**config.mk**
```make
export PLATFORM = sky130hd
export DESIGN_NAME = mem_arbiter
export DESIGN_NICKNAME = d
export VERILOG_FILES = /design/src/rtl/mem_arb_pkg.sv /design/src/rtl/mem_arb_pick.sv /design/src/rtl/mem_arbiter.sv
export SDC_FILE = /design/constraint.sdc
export NUM_CORES = 1
export LEC_CHECK = 0
export CORE_AREA = 10 10 70 72
export CTS_BUF_LIST = sky130_fd_sc_hd__clkbuf_4
export CTS_CLUSTER_DIAMETER = 80
export CTS_CLUSTER_SIZE = 30
export DETAILED_ROUTE_END_ITERATION = 6
export DIE_AREA = 0 0 80 82
export DONT_BUFFER_PORTS = 1
export GPL_TIMING_DRIVEN = 0
export HOLD_SLACK_MARGIN = 0.02
export PLACE_DENSITY = 0.57
export REMOVE_ABC_BUFFERS = 1
export SLEW_MARGIN = 20
export SYNTH_ARGS = -nofsm -noshare
export SYNTH_HDL_FRONTEND = slang
export SYNTH_SLANG_ARGS = --single-unit
```
**constraint.sdc**
```tcl
create_clock -name clk -period 2.1 [get_ports clk]
set_input_delay 0.63 -clock clk [delete_from_list [all_inputs] [get_ports clk]]
set_output_delay 0.63 -clock clk [all_outputs]
set_load 0.05 [all_outputs]
```
**src/rtl/mem_arb_pkg.sv**
```systemverilog
// Shared types for the two-port memory read arbiter (mem_arbiter).
// The round-robin build is selected with MEM_ARB_RR_EN.
package mem_arb_pkg;

    typedef enum logic {
        REQ_IF = 1'b0,
        REQ_D  = 1'b1
    } req_idx_e;

    // Response owed to a requester in the cycle after its grant.
    typedef struct packed {
        logic     valid;
        req_idx_e owner;
        logic     err;
    } rsp_t;

    localparam int unsigned DEFAULT_MEM_WORDS = 256;

    // The byte offset within a word never affects the range decision.
    function automatic logic addr_in_range(input logic [31:0] addr, input int unsigned words);
        return ({2'b00, addr[31:2]} < words);
    endfunction

endpackage

```
**src/rtl/mem_arb_pick.sv**
```systemverilog
// Combinational winner selection: a lone requester always wins, and on a
// conflict the requester that did not win most recently takes the grant.
module mem_arb_pick
    import mem_arb_pkg::*;
(
    input  logic     if_req,
    input  logic     d_req,
    input  req_idx_e last_winner,
    output logic [1:0] win_oh
);

    // win_oh[0] = fetch port, win_oh[1] = data port.
    always_comb begin
        win_oh = {d_req, if_req};
        if (if_req && d_req) begin
            win_oh = (last_winner == REQ_D) ? 2'b01 : 2'b10;
        end
    end

endmodule

```
**src/rtl/mem_arbiter.sv**
```systemverilog
// Two-port (fetch/load) read arbiter in front of a 1-cycle-latency memory.
// Define MEM_ARB_RR_EN for round-robin; otherwise the data port has priority.
module mem_arbiter
    import mem_arb_pkg::*;
#(
    parameter int unsigned MEM_WORDS = DEFAULT_MEM_WORDS
) (
    input  logic        clk,
    input  logic        rst,
    input  logic        if_req,
    input  logic [31:0] if_addr,
    output logic        if_gnt,
    output logic        if_rvalid,
    output logic [31:0] if_rdata,
    output logic        if_err,
    input  logic        d_req,
    input  logic [31:0] d_addr,
    output logic        d_gnt,
    output logic        d_rvalid,
    output logic [31:0] d_rdata,
    output logic        d_err,
    output logic [31:0] mem_addr,
    output logic        mem_r_enable,
    input  logic [31:0] mem_rdata
);

    logic        if_req_ok;
    logic        d_req_ok;
    logic [1:0]  win_oh;
    req_idx_e    last_winner;
    logic        grant;
    req_idx_e    win_idx;
    logic [31:0] win_addr;
    logic        win_in_range;
    rsp_t        rsp_q;
    rsp_t        rsp_d;
    logic        rsp_live;

    // No grant may be issued while reset is held.
    assign if_req_ok = if_req & ~rst;
    assign d_req_ok  = d_req & ~rst;

`ifdef MEM_ARB_RR_EN
    req_idx_e last_winner_q;

    always_ff @(posedge clk) begin
        if (rst) begin
            last_winner_q <= REQ_D;
        end else if (grant) begin
            last_winner_q <= win_idx;
        end
    end

    assign last_winner = last_winner_q;
`else
    // Pinning the "previous winner" to fetch turns the picker into data-port priority.
    assign last_winner = REQ_IF;
`endif

    mem_arb_pick u_pick (
        .if_req      (if_req_ok),
        .d_req       (d_req_ok),
        .last_winner (last_winner),
        .win_oh      (win_oh)
    );

    always_comb begin
        grant        = |win_oh;
        win_idx      = win_oh[1] ? REQ_D : REQ_IF;
        win_addr     = win_oh[1] ? d_addr : if_addr;
        win_in_range = addr_in_range(win_addr, MEM_WORDS);
    end

    // Response state register.
    always_ff @(posedge clk) begin
        if (rst) begin
            rsp_q <= '0;
        end else begin
            rsp_q <= rsp_d;
        end
    end

    // Next response: loaded on every grant, otherwise nothing is pending.
    always_comb begin
        rsp_d       = '0;
        rsp_d.owner = rsp_q.owner;
        if (grant) begin
            rsp_d.valid = 1'b1;
            rsp_d.owner = win_idx;
            rsp_d.err   = ~win_in_range;
        end
    end

    // Request-side and response-side outputs.
    always_comb begin
        if_gnt       = win_oh[0];
        d_gnt        = win_oh[1];
        mem_addr     = grant ? win_addr : 32'h0;
        mem_r_enable = grant & win_in_range;

        // A response still pending when reset arrives is dropped, not delivered.
        rsp_live  = rsp_q.valid & ~rst;
        if_rvalid = rsp_live & (rsp_q.owner == REQ_IF);
        d_rvalid  = rsp_live & (rsp_q.owner == REQ_D);
        if_err    = if_rvalid & rsp_q.err;
        d_err     = d_rvalid & rsp_q.err;
        if_rdata  = (if_rvalid && !rsp_q.err) ? mem_rdata : 32'h0;
        d_rdata   = (d_rvalid && !rsp_q.err) ? mem_rdata : 32'h0;
    end

endmodule
```
# After elaboration in Yosys (flattened, before gate mapping)
# Index checks and enable logic that the tools add are counted.
# op_classes
n_lt_le_gt_ge	1
n_mux	7
bitwise_logic	12
n_reduce_logical	6
# ops
op	n
$mux 32	4
$lt 30x9->1 const B	1
$and 1x1->1	8
$not 1->1	4
$reduce_or 2->1	2
$logic_and 1x1->1	3
$mux 3	1
$mux 2	1
$logic_not 1->1	1
$mux 1	1
# totals
regBits	3
input_bits	100
output_inout_bits	103
elab_cells	29

# Longest topological paths before layout
# Gate-level depths: netlist (run 1).
# depth
ltp_word	8
depth_mapped	6

# Cells and area by module
# A second synthesis (run 1) with hierarchy kept.
# hier_totals
hier_cells	198
area_unflattened_um2	1149.9
# modules_own_cells
mod	n_inst	cells_each	area_per_inst_um2	seq_area_each_um2
mem_arbiter	1	195	1131.1	60.1
mem_arb_pick	1	3	18.8	0.0

# Worst setup path after synthesis (run 1)
# No wires, ideal clock.
# synth_timing
path_type	in2out
from	input rst
to	output if_rdata[10]
arrival_time_ps	2191
slack_ps	-721
cell_stages	4
cell_sequence	nor3b_2 -> and2b_2 -> buf_6 -> and2_1
# synth_via
elab_chain_len	5
# synth_rtl
element	line_no	text
start, declared	mem_arbiter.sv:9	input logic rst,
$not 1->1	mem_arbiter.sv:102	rsp_live = rsp_q.valid & ~rst;
$and 1x1->1	mem_arbiter.sv:102	
$and 1x1->1	mem_arbiter.sv:103	if_rvalid = rsp_live & (rsp_q.owner == REQ_IF);
$logic_and 1x1->1	mem_arbiter.sv:107	if_rdata = (if_rvalid && !rsp_q.err) ? mem_rdata : 32'h0;
$mux 32	mem_arbiter.sv:107	
end, declared	mem_arbiter.sv:14	output logic [31:0] if_rdata,
# Every way passes these cells.

# Worst setup path in the final report (run 1)
# layout_timing
from	input rst
to	output if_rdata[18]
# Same word-level chain as after synthesis.

==> flow_summary_export.csv, run 1 <==
group,metric,value,unit
run_status,outcome,"complete, but fails checks",
run_status,violations,"setup timing",
grt,grt_max_degree,36,
timing,hold_slack,0.472,ns
place,io_buffers,0,
logic_synthesis,synthAdderAreaFrac,0,%
drt,via_per_inst,5.98,
logic_synthesis,synth-seq-area-share,4.89,%
timing,period_needed,2.55,ns
setup_path,setup.worst_path.start_class,"input pin",
clock_network,cts-root-buf,"clkbuf_4",
setup_path,r2r_start,"rsp_q[1]",
grt,met1_usage,17.3,%
power_and_ir_drop,power_density,365,nW/um^2
worst_hold_path,holdPathEnd,"rsp_q[1]",
grt,antenna_found_initial,0,
cells_and_area,multi_input_area,1630,um^2
worst_hold_path,hold_path_class,"input pin to register",
floorplan,die_y,82,um
cells_and_area,fill_cells,335,
logic_synthesis,synth.area.mux_share,0,%
setup_path,cp_slowest_stage_delay,0.62,ns
clock_network,clk_pin_slew_worst_paths,0.04,ns
logic_synthesis,yosys_warnings,0,
grt,grt-busiest-layer,"met2",
logic_synthesis,synthCells,212,
logic_synthesis,synthXorXnorAreaFrac,0,%
floorplan,initial_core_util,34.3,%
logic_synthesis,syn-cell-area,1230,um^2
grt,gr-usage-met2,39.7,%
drt,wl,7510,um
logic_synthesis,syn_area_per_cell,5.80,um^2
worst_hold_path,hold_start,"rst",
timing,relSlewSlack,29.1,%
timing,rsz0062_at_grt,"yes",
floorplan,fp.coreArea,3580,um^2
drt,vias,1556,
setup_path,arrival,1.92,ns
timing,slew_viol_final,0,
grt,grt_pass1_vias,1754,
clock_network,tritoncts,"built",
setup_path,end_kind,"output port",
drt,drc,0,
cells_and_area,largest_register_ffs,3,
run,cap_violations,0,
clock_network,cts.sinks,3,
cells_and_area,final_util,52.6,%
logic_synthesis,synth_cell_type_count,22,
setup_path,r2r_cells,2,
timing,skew,0,ns
logic_synthesis,synth-compound-area-share,15.4,%
floorplan,io-pin-count,203,
clock_network,cts_buffers,3,
timing,setup_slack,-0.452,ns
clock_network,holdBufCountCts,0,
cells_and_area,nNetsFinal,313,
cells_and_area,largest-register,"rsp_q",
power_and_ir_drop,irDropWorstVdd,0.180,mV
floorplan,rows,22,
drt,wl_per_cell,28.9,um
setup_path,regToRegSetupSlack,1.48,ns
grt,use_met3,11.0,%
place,routabilityCongestion,0.908,
grt,grt.overflow.total,0,
logic_synthesis,synth_simple_gate_area_share,66.7,%
setup_path,critPathRequiredTime,1.47,ns
place,hpwl,5510,um
cells_and_area,largestRegisters,"rsp_q (3)",
cells_and_area,regArea,60.1,um^2
timing,clock.fmax,0.392,GHz
setup_path,cpMaxStageDelayCell,"nor3b_4",
place,placed_cell_area,1160,um^2
power_and_ir_drop,p_leak,0.680,nW
floorplan,dieArea,6560,um^2
floorplan,fp.dieW,80,um
timing,worst-slew-pin-transition,1.06,ns
drt,drt_first_pass_iters,4,
cells_and_area,fin_area,1880,um^2
logic_synthesis,ys_ff_latch,3,
timing,finalHoldViolCount,0,
grt,grt_usage,20.4,%
setup_path,critical_path.cell_chain,"nor3b_4 > and2b_2 > and2_4",
cells_and_area,drive_above_1_share,65.6,%
clock_network,clock_path_buffers,2,
drt,ant_nets,0,
timing,setup_viol,98,
worst_hold_path,hold_path_depth,1,
setup_path,timing_worst_setup_path_type,"input pin to output port",
timing,tns,-28.80,ns
setup_path,reg2reg_to,"rsp_q[1]",
logic_synthesis,synth_top_family_by_area,"simple AND/OR/NAND/NOR gates",
drt,drt_iter0_drc,37,
grt,grt_pass1_wl,10500,um
cells_and_area,area_growth_syn_to_layout,53.3,%
clock_network,clk_latency,0.23,ns
setup_path,worst-path-max-fanout,8,
timing,final.period_utilization,122,%
cells_and_area,antenna_cells,0,
clock_network,htreeDepth,1,
==> where the power goes <==
part | switching [mW] | internal, mW
Combinational | 0.391 | 0.117
Clock | 0.0291 | 0.0840
Sequential | 0.00646 | 0.0612
Total | 0.426 | 0.262
==> area by class of cell <==
cell class | count | area share [%]
timing repair inverter | 1 | 0.864
tap | 48 | 3.19
sequential | 3 | 3.19
clock buffer | 4 | 1.59
inverter | 3 | 1.26
timing repair buffer | 5 | 3.32
multi-input combinational | 196 | 86.6
==> stage by stage <==
step,instances,total power [mW],worst slack (ns)
3_5_place_dp,244,0.429,-1.18
5_1_grt,260,0.717,-0.504
6_report,260,0.688,-0.452
3_3_place_gp,244,0.425,-1.59
2_1_floorplan,196,0.394,-1.07
4_1_cts,260,0.681,-0.459
==> cells in the mapped netlist, drive strengths merged <==
library cell,number,share of area (%)
and2,67,34
nand2,64,20
a21oi,33,13
buf,13,11
nor4,10,5.1
nor2,4,1.2
clkbuf,3,0.92
dfxtp,3,4.9
inv,3,1.1
nand3,2,0.81
nand4,2,1.0
and2b,1,0.71
and3b,1,0.81
nand2b,1,0.51
nor2b,1,1.1
nor3,1,0.41
nor3b,1,1.0
o21bai,1,0.92
o22ai,1,1.0
==> routing by layer <==
layer | share of wire (%) | vias to the layer above | wire, um
met2 | 53 | 136 | 3970
met4 | 2.0 | 0 | 147
met5 | 0 | - | 0
li1 | - | 693 | -
met1 | 30 | 719 | 2250
met3 | 15 | 8 | 1150
==> worst max-delay path by stage <==
stage | from | to | slack, ns | depth (start not counted)
after CTS | rst | if_rdata[24] | -0.46 | 3
after detailed placement | rst | mem_addr[29] | -1.18 | 4
after global routing | rst | if_rdata[18] | -0.50 | 3
after floorplan | rst | mem_addr[0] | -1.07 | 4
final | rst | if_rdata[18] | -0.45 | 3
after global placement | rst | mem_addr[29] | -1.59 | 4
==> layout by cell type (no fill, tap or decap) <==
| cell type | synthesis | final |
|---|---|---|
| buf_4 | 3 | 3 |
| nand2_1 | 64 | 49 |
| a21oi_1 | 33 | 1 |
| a21oi_4 | 0 | 32 |
| buf_12 | 0 | 2 |
| and2b_4 | 0 | 2 |
| nand4_1 | 2 | 2 |
| nand2b_4 | 0 | 1 |
| and2_2 | 3 | 33 |
| inv_1 | 2 | 2 |
| nor3b_4 | 0 | 1 |
| nand2_2 | 0 | 15 |
| nor2b_4 | 1 | 3 |
| nor4_1 | 10 | 10 |
| nand3_1 | 2 | 2 |
| clkinv_8 | 0 | 1 |
| nor3_2 | 0 | 1 |
| and3b_2 | 1 | 1 |
| dfxtp_1 | 3 | 3 |
| inv_12 | 0 | 1 |
| nor2_1 | 4 | 4 |
| and2_4 | 0 | 34 |
| clkbuf_4 | 0 | 4 |
| o21bai_4 | 0 | 2 |
| and2b_2 | 1 | 2 |
| o22ai_2 | 1 | 1 |
==> timing repair <==
action	in CTS	in global routing
buffers inserted	5	0
gates cloned	7	0
pin swaps	25	18
endpoints found under the setup margin	99	98
gates resized for setup	169	24
==> critical path, delay by kind of cell <==
kind             cells  cell delay [ns]
and+or+nand+nor      3             1.29
==> logic make-up (layout without fill, tap and decap cells) <==
kind of cell           Yosys count  in the layout
AO/OA/AOI/OAI                   35             36
AND/OR/NAND/NOR                155            160
buffers and inverters           19             13
flip-flops                       3              3
(Power assumes the default switching activity.)
==> run 2: changes to the inputs <==
Settings changed: ABC_AREA from default to 1.
==> run 2 against run 1 <==
Effect of this change: the run still ends with setup timing left; final area up 38%; critical path depth up 7; total power up 27%.
==> flow_summary_export.csv, run 2 <==
group,metric,value,unit
run_status,outcome,"complete, but fails checks",
run_status,violations,"setup timing",
floorplan,fp.dieW,80,um
timing,setup_slack,-0.618,ns
cells_and_area,nNetsFinal,410,
floorplan,fp.coreArea,3580,um^2
timing,skew,0,ns
timing,worst-slew-pin-transition,0.910,ns
place,io_buffers,0,
clock_network,cts-root-buf,"clkbuf_4",
timing,slew_viol_final,0,
drt,drt_iter0_drc,63,
logic_synthesis,ys.flop_type,"dfxtp_1",
grt,grt_pass1_wl,11000,um
drt,drt_first_pass_iters,4,
timing,clock.fmax,0.368,GHz
place,hpwl,5160,um
logic_synthesis,synthCells,286,
place,routabilityCongestion,0.905,
clock_network,htreeDepth,1,
setup_path,end_kind,"output port",
clock_network,cts.sinks,3,
setup_path,critical_path.cell_chain,"clkinvlp_4 > nor2_4 > nand2_2 > nand2_2 > nand2_1 > nor2_1 > nand2_1 > nor2_4 > nand2_2 > nor2_4",
logic_synthesis,synth_simple_gate_area_share,60.0,%
cells_and_area,mostFrequentLayoutCells,"nor2_4, nand2_1, inv_1, a21oi_4, nand2_2",
logic_synthesis,synthXorXnorAreaFrac,0,%
logic_synthesis,synth-compound-area-share,11.5,%
power_and_ir_drop,p_int,302,uW
logic_synthesis,yosys_warnings,0,
timing,final.period_utilization,129,%
place,dpl_worst_slack,-1.53,ns
logic_synthesis,synth.area.mux_share,0,%
clock_network,clk_latency,0.23,ns
grt,grt.overflow.total,0,
cells_and_area,area_growth_syn_to_layout,112,%
timing,rsz0062_at_grt,"yes",
logic_synthesis,synth_top_cell_area_share,26.6,%
cells_and_area,layout_commonest_cell,"nor2_4",
grt,grt_usage,20.9,%
setup_path,setup.worst_path.start_class,"input pin",
floorplan,io-pin-count,203,
floorplan,die_y,82,um
logic_synthesis,synth_cell_type_count,18,
logic_synthesis,ys_ff_latch,3,
grt,grt_max_degree,36,
floorplan,rows,22,
power_and_ir_drop,p_total,876,uW
logic_synthesis,synthArstFlopShare,0,%
drt,wl,8640,um
setup_path,cp_slowest_stage_delay,0.45,ns
power_and_ir_drop,irDropWorstVdd,0.199,mV
drt,via_per_inst,5.69,
cells_and_area,antenna_cells,0,
logic_synthesis,synth_edf_count,0,
power_and_ir_drop,p_leak,1.01,nW
power_and_ir_drop,power_switching,574,uW
setup_path,critPathRequiredTime,1.47,ns
timing,hold_slack,0.483,ns
logic_synthesis,syn_area_per_cell,4.30,um^2
cells_and_area,final_util,72.9,%
grt,antenna_found_initial,0,
clock_network,tritoncts,"built",
cells_and_area,largestRegisters,"rsp_q (3)",
cells_and_area,largest-register,"rsp_q",
power_and_ir_drop,switching_share,65.6,%
grt,grt_pass1_vias,2024,
drt,wl_per_cell,24.2,um
timing,finalHoldViolCount,0,
power_and_ir_drop,p_seq_share,7.4,%
logic_synthesis,synth-seq-area-share,4.89,%
timing,tns,-23.44,ns
clock_network,clock_path_buffers,2,
setup_path,arrival,2.09,ns
run,cap_violations,0,
floorplan,dieArea,6560,um^2
drt,ant_nets,0,
worst_hold_path,hold_path_class,"input pin to register",
setup_path,timing_worst_setup_path_type,"input pin to output port",
clock_network,holdBufCountCts,0,
logic_synthesis,synth_common_cells,"nor2_1, nand2_1, inv_1, a21oi_1, nand3_1",
timing,relSlewSlack,39.1,%
clock_network,clk_pin_slew_worst_paths,0.04,ns
setup_path,cpMaxStageDelayCell,"nor2_4",
logic_synthesis,yosys.cell_count.top_type,"nor2_1",
setup_path,worst-path-max-fanout,15,
logic_synthesis,syn-cell-area,1230,um^2
drt,drc,0,
clock_network,cts_buffers,3,
timing,setup_viol,88,
power_and_ir_drop,pwr-share-clk,13.3,%
power_and_ir_drop,power_density,336,nW/um^2
timing,period_needed,2.72,ns
cells_and_area,drive_above_1_share,54.7,%
logic_synthesis,synthAdderAreaFrac,0,%
cells_and_area,largest_register_ffs,3,
floorplan,initial_core_util,34.3,%
logic_synthesis,synth_area_leaders,"nor2_1, nand2_1, inv_1",
power_and_ir_drop,p_comb_share,79.4,%
logic_synthesis,synth_top_family_by_area,"simple AND/OR/NAND/NOR gates",
logic_synthesis,synth_top_area_cell,"nor2_1",
drt,vias,2030,
run 2: cell count changes after synthesis, moves of 8 or more:
| cell | before | now |
|---|---|---|
| a21oi_1 | 33 | 25 |
| and2_1 | 64 | 0 |
| inv_1 | 2 | 53 |
| nand2_1 | 64 | 81 |
| nor4_1 | 10 | 2 |
| buf_6 | 10 | 2 |
| nor2_1 | 4 | 87 |
run 2: timing repair:
action	CTS	global route
cloned	7	4
pin swaps	28	56
endpoints found under the setup margin	99	98
setup buffers	4	14
resized for setup	182	67
endpoints found under the hold margin	0	0
run 2: worst paths after layout:
path	endpoint	slack [ns]	cells past startpoint	startpoint
max	mem_r_enable	-0.62	10	d_req
min reg2reg	rsp_q[1]	0.61	3	rsp_q[1]
min	rsp_q[1]	0.48	1	if_req
max reg2reg	rsp_q[1]	1.32	3	rsp_q[1]
run 2: cells by family (layout without fill, tap and decap cells):
group | Yosys count | after routing
compound gates | 27 | 28
simple gates | 186 | 196
flops | 3 | 3
buf+inv | 70 | 82
run 2: power by group through the flow:
stage                     registers [mW]  clock network [mW]  logic [mW]
after floorplan                   0.0635                   0       0.380
after global placement            0.0638                   0       0.420
after detailed placement          0.0643                   0       0.429
after CTS                         0.0652               0.121       0.575
after global routing              0.0651               0.124       0.727
final                             0.0647               0.116       0.695
run 2: worst max-delay path: cells and delay by family:
| family | cells | cell delay [ns] |
|---|---|---|
| AND/OR/NAND/NOR | 9 | 1.37 |
| buffers and inverters | 1 | 0.08 |
run 2: layout make-up:
| class | instances | area [um^2] |
|---|---|---|
| fill | 238 | 971 |
| inverter | 54 | 225 |
| sequential | 3 | 63.8 |
| clock buffer | 4 | 30.0 |
| tap | 48 | 60.1 |
| multi-input combinational | 224 | 1990 |
| timing repair buffer | 24 | 240 |
run 2: metrics by stage:
stage	area, um^2	instances
6_report	2610	357
5_1_grt	2610	357
4_1_cts	2130	338
3_5_place_dp	1270	323
3_3_place_gp	1200	318
2_1_floorplan	1140	270
run 2: metal layers:
metal	share of wire [%]	up-vias	global-route usage (%)
li1	-	907	-
met1	33	946	20.9
met2	54	167	38.9
met3	12	10	8.30
met4	1.5	0	6.16
met5	0	-	0
==> run 3: changes to the inputs <==
--- a/config.mk
+++ b/config.mk
@@ -7,17 +7,17 @@
 export LEC_CHECK = 0
 export ABC_AREA = 1
-export CORE_AREA = 10 10 70 72
-export CTS_BUF_LIST = sky130_fd_sc_hd__clkbuf_4
+export CORE_AREA = 10 10 71 73
 export CTS_CLUSTER_DIAMETER = 80
 export CTS_CLUSTER_SIZE = 30
 export DETAILED_ROUTE_END_ITERATION = 6
-export DIE_AREA = 0 0 80 82
+export DIE_AREA = 0 0 81 83
 export DONT_BUFFER_PORTS = 1
 export GPL_TIMING_DRIVEN = 0
 export HOLD_SLACK_MARGIN = 0.02
-export PLACE_DENSITY = 0.57
+export PLACE_DENSITY = 0.56
 export REMOVE_ABC_BUFFERS = 1
 export SLEW_MARGIN = 20
 export SYNTH_ARGS = -nofsm -noshare
 export SYNTH_HDL_FRONTEND = slang
+export SYNTH_HIERARCHICAL = 1
 export SYNTH_SLANG_ARGS = --single-unit
==> constraint.sdc (replaced) <==
create_clock -name clk -period 2.1 [get_ports clk]
set_input_delay 0.63 -clock clk [delete_from_list [all_inputs] [get_ports clk]]
set_output_delay 0.63 -clock clk [all_outputs]
set_load 0.02 [all_outputs]
==> run 3 against run 2 <==
Effect of this change: the run still ends with setup timing left; sequential power about the same; count of clock-buffer cells in the layout unchanged; register-to-register slack better by 0.16 ns; flip-flop and latch count unchanged; clock power up 48%; combinational power down 26%; clock skew unchanged; non-clock buffer count up 3; total power down 15%; synthesized cell count up 7.0%; final cell count up 6.4%; maximum frequency down 2.8%; largest power group unchanged.
==> flow_summary_export.csv, run 3 <==
group,metric,value,unit
run_status,outcome,"complete, but fails checks",
run_status,violations,"setup timing",
drt,via_per_inst,5.51,
drt,wl,8960,um
grt,grt-busiest-layer,"met2",
cells_and_area,largest_register_ffs,3,
clock_network,clk_latency,0.21,ns
clock_network,cts.sinks,3,
logic_synthesis,synth_edf_count,0,
timing,skew,0,ns
cells_and_area,largest-register,"rsp_q",
logic_synthesis,synthArstFlopShare,0,%
grt,met1_usage,19.3,%
grt,antenna_found_initial,0,
grt,grt_usage,21.0,%
cells_and_area,fill_cells,273,
cells_and_area,mostFrequentLayoutCells,"nand2_1, nor2_4, inv_1, nand2_2, a21oi_2",
timing,rsz0062_at_grt,"yes",
setup_path,path_delay_family,"simple AND/OR/NAND/NOR gates",
clock_network,tritoncts,"built",
timing,finalHoldViolCount,0,
grt,grt_pass1_wl,11300,um
worst_hold_path,hold_path_class,"input pin to register",
setup_path,timing_worst_setup_path_type,"input pin to output port",
cells_and_area,fin_area,2470,um^2
setup_path,arrival,2.17,ns
power_and_ir_drop,power_density,302,nW/um^2
clock_network,clock_path_buffers,2,
logic_synthesis,yosys_warnings,6,
logic_synthesis,syn_area_per_cell,4.13,um^2
setup_path,cp_common_cell,"nand2_1",
drt,drt_iter0_drc,111,
logic_synthesis,synthCells,306,
place,hpwl,5300,um
floorplan,initial_core_util,34.7,%
logic_synthesis,yosys.cell_count.top_type,"nand2_1",
grt,gr-usage-met2,40.7,%
clock_network,htreeDepth,1,
timing,final.period_utilization,133,%
power_and_ir_drop,p_leak,1.14,nW
logic_synthesis,synth_common_cells,"nand2_1, nor2_1, inv_1, a21oi_1, buf_2",
floorplan,die_y,83,um
grt,grt_max_degree,33,
timing,clock.fmax,0.357,GHz
clock_network,clk_pin_slew_worst_paths,0.03,ns
timing,hold_slack,0.477,ns
drt,ant_nets,0,
place,routabilityCongestion,0.781,
drt,vias,2092,
floorplan,fp.dieW,81,um
place,placed_cell_area,1270,um^2
cells_and_area,nNetsFinal,433,
grt,grt.overflow.total,0,
setup_path,setup.worst_path.start_class,"input pin",
cells_and_area,stdcell_count,380,
setup_path,critPathRequiredTime,1.47,ns
logic_synthesis,synth_top_cell_area_share,29.4,%
clock_network,cts-root-buf,"clkbuf_8",
drt,drt_first_pass_iters,4,
setup_path,cp_slowest_stage_delay,0.36,ns
setup_path,worst-path-max-fanout,6,
cells_and_area,largestRegisters,"rsp_q (3)",
floorplan,rows,22,
logic_synthesis,synth_area_leaders,"nand2_1, nor2_1, inv_1",
logic_synthesis,synth_cell_type_count,15,
timing,relSlewSlack,37.1,%
power_and_ir_drop,irDropWorstVdd,0.293,mV
clock_network,cts_buffers,3,
floorplan,io-pin-count,203,
logic_synthesis,syn-cell-area,1260,um^2
drt,wl_per_cell,23.6,um
cells_and_area,area_growth_syn_to_layout,95.9,%
timing,setup_viol,98,
drt,drc,0,
timing,setup_slack,-0.698,ns
logic_synthesis,ys_ff_latch,3,
timing,period_needed,2.80,ns
timing,worst-slew-pin-transition,0.942,ns
logic_synthesis,ys.flop_type,"dfxtp_1",
cells_and_area,drive_above_1_share,48.5,%
floorplan,fp.coreArea,3630,um^2
setup_path,end_kind,"output port",
logic_synthesis,synth-seq-area-share,4.76,%
grt,use_met3,9.16,%
floorplan,dieArea,6720,um^2
cells_and_area,antenna_cells,0,
timing,slew_viol_final,0,
setup_path,cpMaxStageDelayCell,"a21oi_2",
setup_path,critical_path.cell_chain,"inv_8 > nor2_4 > inv_2 > buf_4 > a21oi_2 > nand2_1 > nand2_2 > nand2_1 > nor2_1 > nand2_1 > nor2_2 > nand2_2 > nor2_4",
logic_synthesis,synth_top_area_cell,"nand2_1",
place,io_buffers,0,
grt,grt_pass1_vias,2044,
cells_and_area,layout_commonest_cell,"nand2_1",
place,placedCellCount,340,
setup_path,crit_buf_inv,3,
run,cap_violations,0,
cells_and_area,final_util,68.1,%
## run 3: report_power, final
group	switching, mW	total [mW]	internal, mW	leakage, nW
Clock	0.0418	0.172	0.130	0.0228
Sequential	0.00383	0.0649	0.0611	0.0258
Combinational	0.375	0.511	0.136	1.09
## run 3: cell families (layout without fill, tap and decap cells)
logic type	Yosys count	count (layout)	share of synthesized area (%)
and+or+nand+nor	193	197	58.2
buffers and inverters	82	100	26.1
AOI/OAI and AO/OA	27	30	10.7
DFF	3	3	4.76
other	1	2	0.297
## run 3: area by class of cell
type | instances | area [um^2] | area share [%]
clock buffer | 4 | 45.0 | 1.82
inverter | 66 | 265 | 10.7
multi-input combinational | 229 | 1710 | 69.3
sequential | 3 | 65.1 | 2.63
tap | 48 | 60.1 | 2.43
timing repair buffer | 27 | 305 | 12.3
timing repair inverter | 3 | 18.8 | 0.759
## run 3: stage by stage
| stage | TNS, ns | power [mW] | setup slack (ns) |
|---|---|---|---|
| after global placement | -168.25 | 0.356 | -2.93 |
| after detailed placement | -109.29 | 0.366 | -1.50 |
| after global routing | -38.58 | 0.792 | -0.792 |
| after CTS | -27.26 | 0.656 | -0.653 |
| final | -32.32 | 0.748 | -0.698 |
| after floorplan | -107.65 | 0.314 | -1.96 |
## run 3: worst register-to-register path, cell delays in order, from the launching register on
cell and delay (ns):
dfxtp_4 0.38, nand2_1 0.06, a21oi_1 0.11
## run 3: worst paths after layout
path	from	endpoint	slack (ns)	depth (start not counted)
min	rst	rsp_q[1]	0.48	1
min reg2reg	rsp_q[1]	rsp_q[1]	0.51	2
max reg2reg	rsp_q[1]	rsp_q[1]	1.48	2
max	d_req	mem_r_enable	-0.70	13
## run 3: layer usage
layer	routed length, um	vias up
met4	140	0
met2	4870	163
met3	1140	10
met5	0	-
li1	-	936
met1	2810	983
## run 3: repair_timing
action	CTS	global route
hold buffers	0	0
pin swaps	21	22
gates cloned	8	2
endpoints found under the setup margin	100	98
gates resized for setup	165	58
buffers inserted	15	11
